`src/rtl/mem_burst_ctrl.sv`:
```
// mem_burst_ctrl: command-side burst controller for the 8x8 register-file memory.
// Accepts single/burst read and write commands over valid/ready, streams write
// beats into the memory and read beats out with backpressure, one memory access
// per beat, with the address auto-incrementing and wrapping at the memory depth.
module mem_burst_ctrl #(
  parameter int ADDR_W = 3,
  parameter int DATA_W = 8
) (
  input  logic              clk,
  input  logic              rst,
  input  logic              cmd_valid,
  output logic              cmd_ready,
  input  logic              cmd_write,
  input  logic [ADDR_W-1:0] cmd_addr,
  input  logic [ADDR_W-1:0] cmd_len,
  input  logic              wdat_valid,
  output logic              wdat_ready,
  input  logic [DATA_W-1:0] wdat_data,
  output logic              rsp_valid,
  input  logic              rsp_ready,
  output logic [DATA_W-1:0] rsp_data,
  output logic              cmd_done,
  output logic              mem_enable,
  output logic              mem_rd_wr,
  output logic [ADDR_W-1:0] mem_addr,
  output logic [DATA_W-1:0] mem_wr_data,
  input  logic [DATA_W-1:0] mem_rd_data
);

  // Encodings are fixed so the state register keeps its legacy bit values.
  typedef enum logic [2:0] {
    IDLE     = 3'd0,
    WR       = 3'd1,
    RD_ISSUE = 3'd2,
    RD_CAP   = 3'd3,
    RD_RSP   = 3'd4
  } state_t;

  state_t            state;
  logic [ADDR_W-1:0] cur_addr;
  logic [ADDR_W-1:0] beats_left;

  // Burst sequencing: latch the command, walk addresses, count beats, pulse done.
  always_ff @(posedge clk or posedge rst) begin
    if (rst) begin
      state      <= IDLE;
      cur_addr   <= '0;
      beats_left <= '0;
      rsp_data   <= '0;
      cmd_done   <= 1'b0;
    end else begin
      cmd_done <= 1'b0;
      case (state)
        IDLE: begin
          if (cmd_valid) begin
            cur_addr   <= cmd_addr;
            beats_left <= cmd_len;
            state      <= cmd_write ? WR : RD_ISSUE;
          end
        end
        WR: begin
          if (wdat_valid) begin
            cur_addr <= cur_addr + ADDR_W'(1);
            if (beats_left == '0) begin
              cmd_done <= 1'b1;
              state    <= IDLE;
            end else begin
              beats_left <= beats_left - ADDR_W'(1);
            end
          end
        end
        RD_ISSUE: state <= RD_CAP;
        RD_CAP: begin
          rsp_data <= mem_rd_data;
          state    <= RD_RSP;
        end
        RD_RSP: begin
          if (rsp_ready) begin
            cur_addr <= cur_addr + ADDR_W'(1);
            if (beats_left == '0) begin
              cmd_done <= 1'b1;
              state    <= IDLE;
            end else begin
              beats_left <= beats_left - ADDR_W'(1);
              state      <= RD_ISSUE;
            end
          end
        end
        default: state <= IDLE;
      endcase
    end
  end

  // Handshake and memory control pins decoded from the current state.
  always_comb begin
    cmd_ready   = 1'b0;
    wdat_ready  = 1'b0;
    rsp_valid   = 1'b0;
    mem_enable  = 1'b0;
    mem_rd_wr   = 1'b1;
    mem_addr    = cur_addr;
    mem_wr_data = '0;
    case (state)
      IDLE:     cmd_ready = 1'b1;
      WR: begin
        wdat_ready  = 1'b1;
        mem_enable  = wdat_valid;
        mem_rd_wr   = 1'b0;
        mem_wr_data = wdat_data;
      end
      RD_ISSUE: mem_enable = 1'b1;
      RD_RSP:   rsp_valid  = 1'b1;
      default:  ;
    endcase
  end

endmodule

```
`config.mk`:
```
export PLATFORM = sky130hd
export DESIGN_NAME = mem_burst_ctrl
export DESIGN_NICKNAME = d
export VERILOG_FILES = /design/src/rtl/mem_burst_ctrl.sv
export SDC_FILE = /design/constraint.sdc
export NUM_CORES = 1
export LEC_CHECK = 0
export CORE_MARGIN = 2
export CORE_UTILIZATION = 39
export DETAILED_ROUTE_END_ITERATION = 6
export PLACE_DENSITY = 0.8
export SETUP_SLACK_MARGIN = 0.1
export SLEW_MARGIN = 30
export SYNTH_ARGS = -nofsm -noshare
export SYNTH_HDL_FRONTEND = slang
export SYNTH_SLANG_ARGS = --single-unit
```
`constraint.sdc`:
```
create_clock -name clk -period 1.7 [get_ports clk]
set_input_delay 0.425 -clock clk [delete_from_list [all_inputs] [get_ports clk]]
set_output_delay 0.425 -clock clk [all_outputs]
set_load 0.02 [all_outputs]
```
==> results.toml, run 1 <==
[run_status]
outcome = "complete, but fails checks"
failed_checks = "setup timing"

[placed_design]
dp_hpwl_um = 2180
gp_congestion = 0.781
dp.cells = 191
detailedPlace.worstSlack_ns = -0.456
numPortBuffers = 52

[drt]
final_antenna_net_count = 0
firstDrtPassIters = 4
wl_um = 3130
drtIter0Drc = 12
drc = 0
vias = 1047
via_per_inst = 5.16
avgRoutedWirePerCell_um = 15.4

[timing]
fin_skew_ns = 0.0112
max_freq_ghz = 0.564
rsz0062_at_grt = "yes"
slew_headroom_pct = 84.2
slew_viol_final = 0
fin_tns_setup_ns = -0.516
worst_slew_pin_slew_ns = 0.237
finalCriticalPeriod_ns = 1.77
fin_ws_ns = -0.0721
setup_violations = 11
period_share_pct = 104
final-hold-violation-count = 0

[critical_path]
slowest_stage = "dfrtp_2"
cpPeakStageDelay_ns = 0.46
path_cells = "buf_6 -> nand3b_1 -> a21oi_2 -> buf_6"
worstReg2RegEnd = "mem_addr[1]"
cp.required_ns = 1.27
crit_path_max_fanout = 5
cp_top_family = "flip-flops"
path_buf_inv = 2
critPathKind = "register to output port"
regToRegStartpoint = "state[2]"
crit_top_cell = "buf_6"
reg2regPathDepth = 6
end_kind = "output port"
cp.arrival_ns = 1.35
startpoint_type = "register"
r2r_slack_ns = -0.03

[synth]
ys_ff_latch = 18
synthCells = 98
synth_top_cell_by_area = "dfrtp_1"
syn_avg_cell_area_um2 = 10.6
ys_warn_count = 0
synth_nets = 129
synthTopCellsByArea = "dfrtp_1 (43%), mux2_2 (8.7%), mux2i_1 (5.8%)"
synth_top_area_share_pct = 43.3
syn-cell-area_um2 = 1040
ys_seq_area_share_pct = 43.3
synth.distinct_cells = 31

[pwr]
ir_drop_mv = 1.48
p_per_area_nw_per_um2 = 2000
power_w = 0.00387
power_leakage_nw = 0.875

[cts]
cts_tree = "built"
root_buffer = "clkbuf_4"
path_clk_slew_ns = 0.11
ctsHoldBuffers = 0
cts_inserted_buffers = 3
ctsLongestPathBuffers = 2
insertion_delay_ns = 0.29
cts.sinks = 18
ctsHtreeMaxLevel = 1

[finish]
final_util_pct = 77.5
fin_nets = 205
area_growth_syn_to_layout_pct = 86.3
fin_cells = 203
n_antenna_cell = 0
drive_above_1_share_pct = 43.4
fill_cells = 176

[floorplan]
core-area_um2 = 2500
rows = 18
fp.dieArea_um2 = 3100
ios = 53
die_y_um = 55.6
dieWidth_um = 55.6
start_util_pct = 41.6

[global_routing]
grt_use_met2_pct = 39.5
grtUsageMet1_pct = 23.9
gr-total-overflow = 0
grt_first_pass_wirelength_um = 5220
grt-busiest-layer = "met2"
track_usage_pct = 21.2
met3_usage_pct = 4.19
grt_max_degree = 19
grt_antenna_before_repair = 0
grt_pass1_vias = 1143

[run]
drv_cap = 0

[min_path]
hold_path.class = "input pin to asynchronous set/reset pin"
kinds of logic (layout without fill, tap and decap cells):
logic type,count (synthesis),in the layout,share of synthesized area [%]
AO/OA/AOI/OAI,20,20,12.0
XOR/XNOR,1,1,1.56
adder cells (fa/ha/maj),3,3,3.61
buffers and inverters,11,85,5.05
flip-flops,18,18,43.3
multiplexers,16,16,17.0
AND/OR/NAND/NOR,29,30,17.4
routing by layer:
layer  share of wire [%]  vias to the layer above
met5                   0                        -
met4                 1.6                        0
met3                 6.1                        6
met2                  54                       49
met1                  39                      503
li1                    -                      489
what timing repair did:
item / in CTS / in global routing
setup buffers: 6 / 1
cloned: 1 / 0
resized for setup: 110 / 11
pin swaps: 9 / 11
endpoints found under the setup margin: 31 / 20
worst max-delay path by stage:
stage / start / endpoint / slack (ns) / cells after the start
5_1_grt: state[1] / mem_wr_data[3] / -0.16 / 3
3_5_place_dp: wdat_valid / mem_enable / -0.46 / 4
2_1_floorplan: state[0] / mem_wr_data[0] / 0.06 / 3
3_3_place_gp: wdat_valid / mem_enable / -0.43 / 4
6_report: state[1] / mem_enable / -0.07 / 4
4_1_cts: state[1] / mem_enable / -0.08 / 4
Yosys cell counts, drive strengths merged:
master / number
nor2b: 3
nand2b: 1
nand2: 1
o21ai: 6
xnor2: 1
o2bb2ai: 2
a21o: 1
or2: 1
inv: 6
o31ai: 1
buf: 4
o21bai: 2
a211o: 1
dfrtp: 18
ha: 3
nor2: 7
and2: 8
mux2: 10
nor3: 1
clkbuf: 1
o21a: 1
o22ai: 1
a21oi: 5
mux2i: 6
nor3b: 3
nand3b: 4
power by group:
group	internal (W)	leakage (nW)	switching [W]
combinational	0.00150	0.638	0.00130
sequential	0.000642	0.216	0.000168
clock	0.000130	0.0210	0.000129
worst min-delay path: stages:
cell,delay [ns]
clkdlybuf4s50_1,0.39
inv_1,0.05
buf_4,0.24
cells in the final DEF (no fill, tap or decap), types with 2 or more instances in the layout:
master | synthesis | routed
mux2_4 | 1 | 2
nand3b_1 | 4 | 4
clkdlybuf4s50_1 | 0 | 27
inv_1 | 6 | 6
nor2_1 | 6 | 5
buf_4 | 0 | 17
a21oi_1 | 5 | 4
nor3b_4 | 0 | 3
o21ai_0 | 6 | 3
o21ai_2 | 0 | 3
clkbuf_4 | 0 | 3
dfrtp_2 | 0 | 2
ha_1 | 3 | 3
o21bai_1 | 2 | 2
dfrtp_1 | 18 | 16
dlygate4sd2_1 | 0 | 12
mux2i_1 | 6 | 6
and2_4 | 0 | 5
o2bb2ai_2 | 0 | 2
buf_6 | 1 | 18
nor2b_1 | 3 | 3
and2_2 | 0 | 3
mux2_2 | 8 | 8
state kept, by name, indices dropped and copies added, names as in the netlist:
register	flops
rsp_data	8
beats_left	3
mem_addr	3
state	3
cmd_done	1
layout make-up:
class	instances	area, um^2	area share (%)
timing repair buffer	75	726	37.5
inverter	6	22.5	1.16
multi-input combinational	70	662	34.2
clock buffer	4	36.3	1.87
tap	30	37.5	1.94
sequential	18	453	23.4
through the flow:
stage | hold slack (ns) | cell area (um^2)
3_3_place_gp | 0.474 | 1710
5_1_grt | 0.448 | 1940
6_report | 0.429 | 1940
2_1_floorplan | 0.364 | 1070
3_5_place_dp | 0.475 | 1710
4_1_cts | 0.428 | 1890
(Power assumes the default switching activity.)
==> inputs of run 2 (changes only) <==
--- a/config.mk
+++ b/config.mk
@@ -5,6 +5,7 @@
 export SDC_FILE = /design/constraint.sdc
 export NUM_CORES = 1
 export LEC_CHECK = 0
+export CORE_ASPECT_RATIO = 0.75
 export CORE_MARGIN = 2
 export CORE_UTILIZATION = 39
 export DETAILED_ROUTE_END_ITERATION = 6
==> results.toml, run 2 (same netlist as run 1, synthesis figures left out) <==
[drt]
avgRoutedWirePerCell_um = 13.3
via_per_inst = 4.79
final_antenna_net_count = 0
firstDrtPassIters = 4
vias = 991
drc = 0
wl_um = 2750
drtIter0Drc = 19

[cts]
ctsHoldBuffers = 0
path_clk_slew_ns = 0.10
ctsHtreeMaxLevel = 1
insertion_delay_ns = 0.29
cts_tree = "built"
root_buffer = "clkbuf_4"
cts.sinks = 18
cts_inserted_buffers = 3
ctsLongestPathBuffers = 2

[critical_path]
critPathKind = "register to output port"
crit_path_max_fanout = 5
r2r_slack_ns = -0.04
reg2regPathDepth = 6
worstReg2RegEnd = "mem_addr[1]"
cp.required_ns = 1.27
cp.arrival_ns = 1.35
endpoint = "mem_wr_data[7]"
regToRegStartpoint = "state[2]"
critical_path.startpoint = "state[1]"
startpoint_type = "register"
end_kind = "output port"

[placed_design]
numPortBuffers = 52
dp.cells = 198
gp_congestion = 0.785
dp_hpwl_um = 2140

[pwr]
switching_share_pct = 41.7
ir_drop_mv = 1.04
clkPwrFrac_pct = 5.9
p_per_area_nw_per_um2 = 1910
combPwrFrac_pct = 71.5
power_leakage_nw = 0.839
intPower_w = 0.00208
p_switching_w = 0.00149
pwr-share-seq_pct = 22.6

[global_routing]
track_usage_pct = 19.2
grt_antenna_before_repair = 0
grt_first_pass_wirelength_um = 4690
grt_max_degree = 13
grt_pass1_vias = 1019
gr-total-overflow = 0

[min_path]
hold_path.class = "input pin to asynchronous set/reset pin"

[timing]
finalCriticalPeriod_ns = 1.77
fin_ws_ns = -0.0721
final-hold-violation-count = 0
slew_headroom_pct = 82.3
setup_violations = 15
rsz0062_at_grt = "yes"
worst_slew_pin_slew_ns = 0.266
slew_viol_final = 0
fin_skew_ns = 0.00103
hold_ws_ns = 0.343
period_share_pct = 104
max_freq_ghz = 0.564

[floorplan]
ios = 53
die_y_um = 48.7
fp.dieArea_um2 = 3100
dieWidth_um = 63.6
start_util_pct = 40.6
core-area_um2 = 2560
rows = 16

[finish]
largest_register = "rsp_data"
drive_above_1_share_pct = 42.1
fill_cells = 208
area_growth_syn_to_layout_pct = 79.2
fin_nets = 204
n_antenna_cell = 0
largest_register_ffs = 8
layout_common_cells = "clkdlybuf4s50_1 (27), buf_4 (24), dfrtp_1 (15), dlygate4sd2_1 (11), buf_6 (11)"
final_common_cell = "clkdlybuf4s50_1"
fin_cells = 207

[run]
drv_cap = 0

[run_status]
outcome = "complete, but fails checks"
failed_checks = "setup timing"
-- run 2: cell types whose count changed in the layout (fill, tap and decap cells not counted), sizes merged --
cell,change
clkbuf,-1
dlygate4sd2,-1
clkdlybuf4s15,+1
buf,-1
-- run 2: routing by layer --
metal | vias to the layer above | GRT usage, % | part of all wire (%)
met1 | 463 | 22.4 | 42
li1 | 486 | - | -
met2 | 39 | 34.4 | 50
met3 | 3 | 5.35 | 6.4
met5 | - | 0 | 0
met4 | 0 | 5.43 | 1.1
-- run 2: worst max-delay path, stage by stage (launching register included) --
cell and delay, ns:
dfrtp_2 0.46, nor3b_4 0.28, and2_4 0.20, buf_6 0.11
-- run 2: how the worst min path moves through the flow --
| stage | from | end | slack (ns) | cells after the start |
|---|---|---|---|---|
| 6_report | rst | mem_addr[0] | 0.34 | 2 |
| 5_1_grt | rst | mem_addr[0] | 0.37 | 2 |
| 4_1_cts | rst | mem_addr[0] | 0.35 | 2 |
| 3_5_place_dp | beats_left[1] | beats_left[1] | 0.48 | 1 |
| 3_3_place_gp | beats_left[1] | beats_left[1] | 0.47 | 1 |
| 2_1_floorplan | rst | beats_left[0] | 0.36 | 1 |
-- run 2: area by class of cell --
| class | count | area [um^2] | share of cell area, % |
|---|---|---|---|
| Clock buffer | 3 | 22.5 | 1.21 |
| Inverter | 6 | 22.5 | 1.21 |
| Timing Repair Buffer | 74 | 681 | 36.5 |
| Multi-Input combinational cell | 70 | 638 | 34.3 |
| Tap cell | 36 | 45.0 | 2.42 |
| Sequential cell | 18 | 454 | 24.4 |
-- run 2: stage by stage --
step | area, um^2 | total power [W] | TNS (ns) | worst slack [ns] | utilization, %
2_1_floorplan | 1070 | 0.00212 | 0 | 0.0623 | -
3_3_place_gp | 1730 | 0.00304 | -4.51 | -0.429 | 67.5
3_5_place_dp | 1730 | 0.00312 | -4.87 | -0.455 | 67.5
4_1_cts | 1790 | 0.00341 | -0.903 | -0.0751 | 69.8
5_1_grt | 1860 | 0.00381 | -1.74 | -0.147 | 72.7
6_report | 1860 | 0.00356 | -0.670 | -0.0721 | 72.7
-- run 2: timing repair --
item / 4_1_cts / 5_1_grt
gates resized for setup: 98 / 15
cloned: 1 / 0
setup buffers: 1 / 4
setup endpoints to repair: 39 / 21
pin swaps: 2 / 6
-- run 2: power groups by stage --
stage	sequential, W	clock, W	combinational, W
finish	0.000806	0.000211	0.00255
detailed placement	0.000786	0	0.00233
CTS	0.000813	0.000218	0.00238
global placement	0.000773	0	0.00226
floorplan	0.000932	0	0.00119
global route	0.000832	0.000232	0.00275
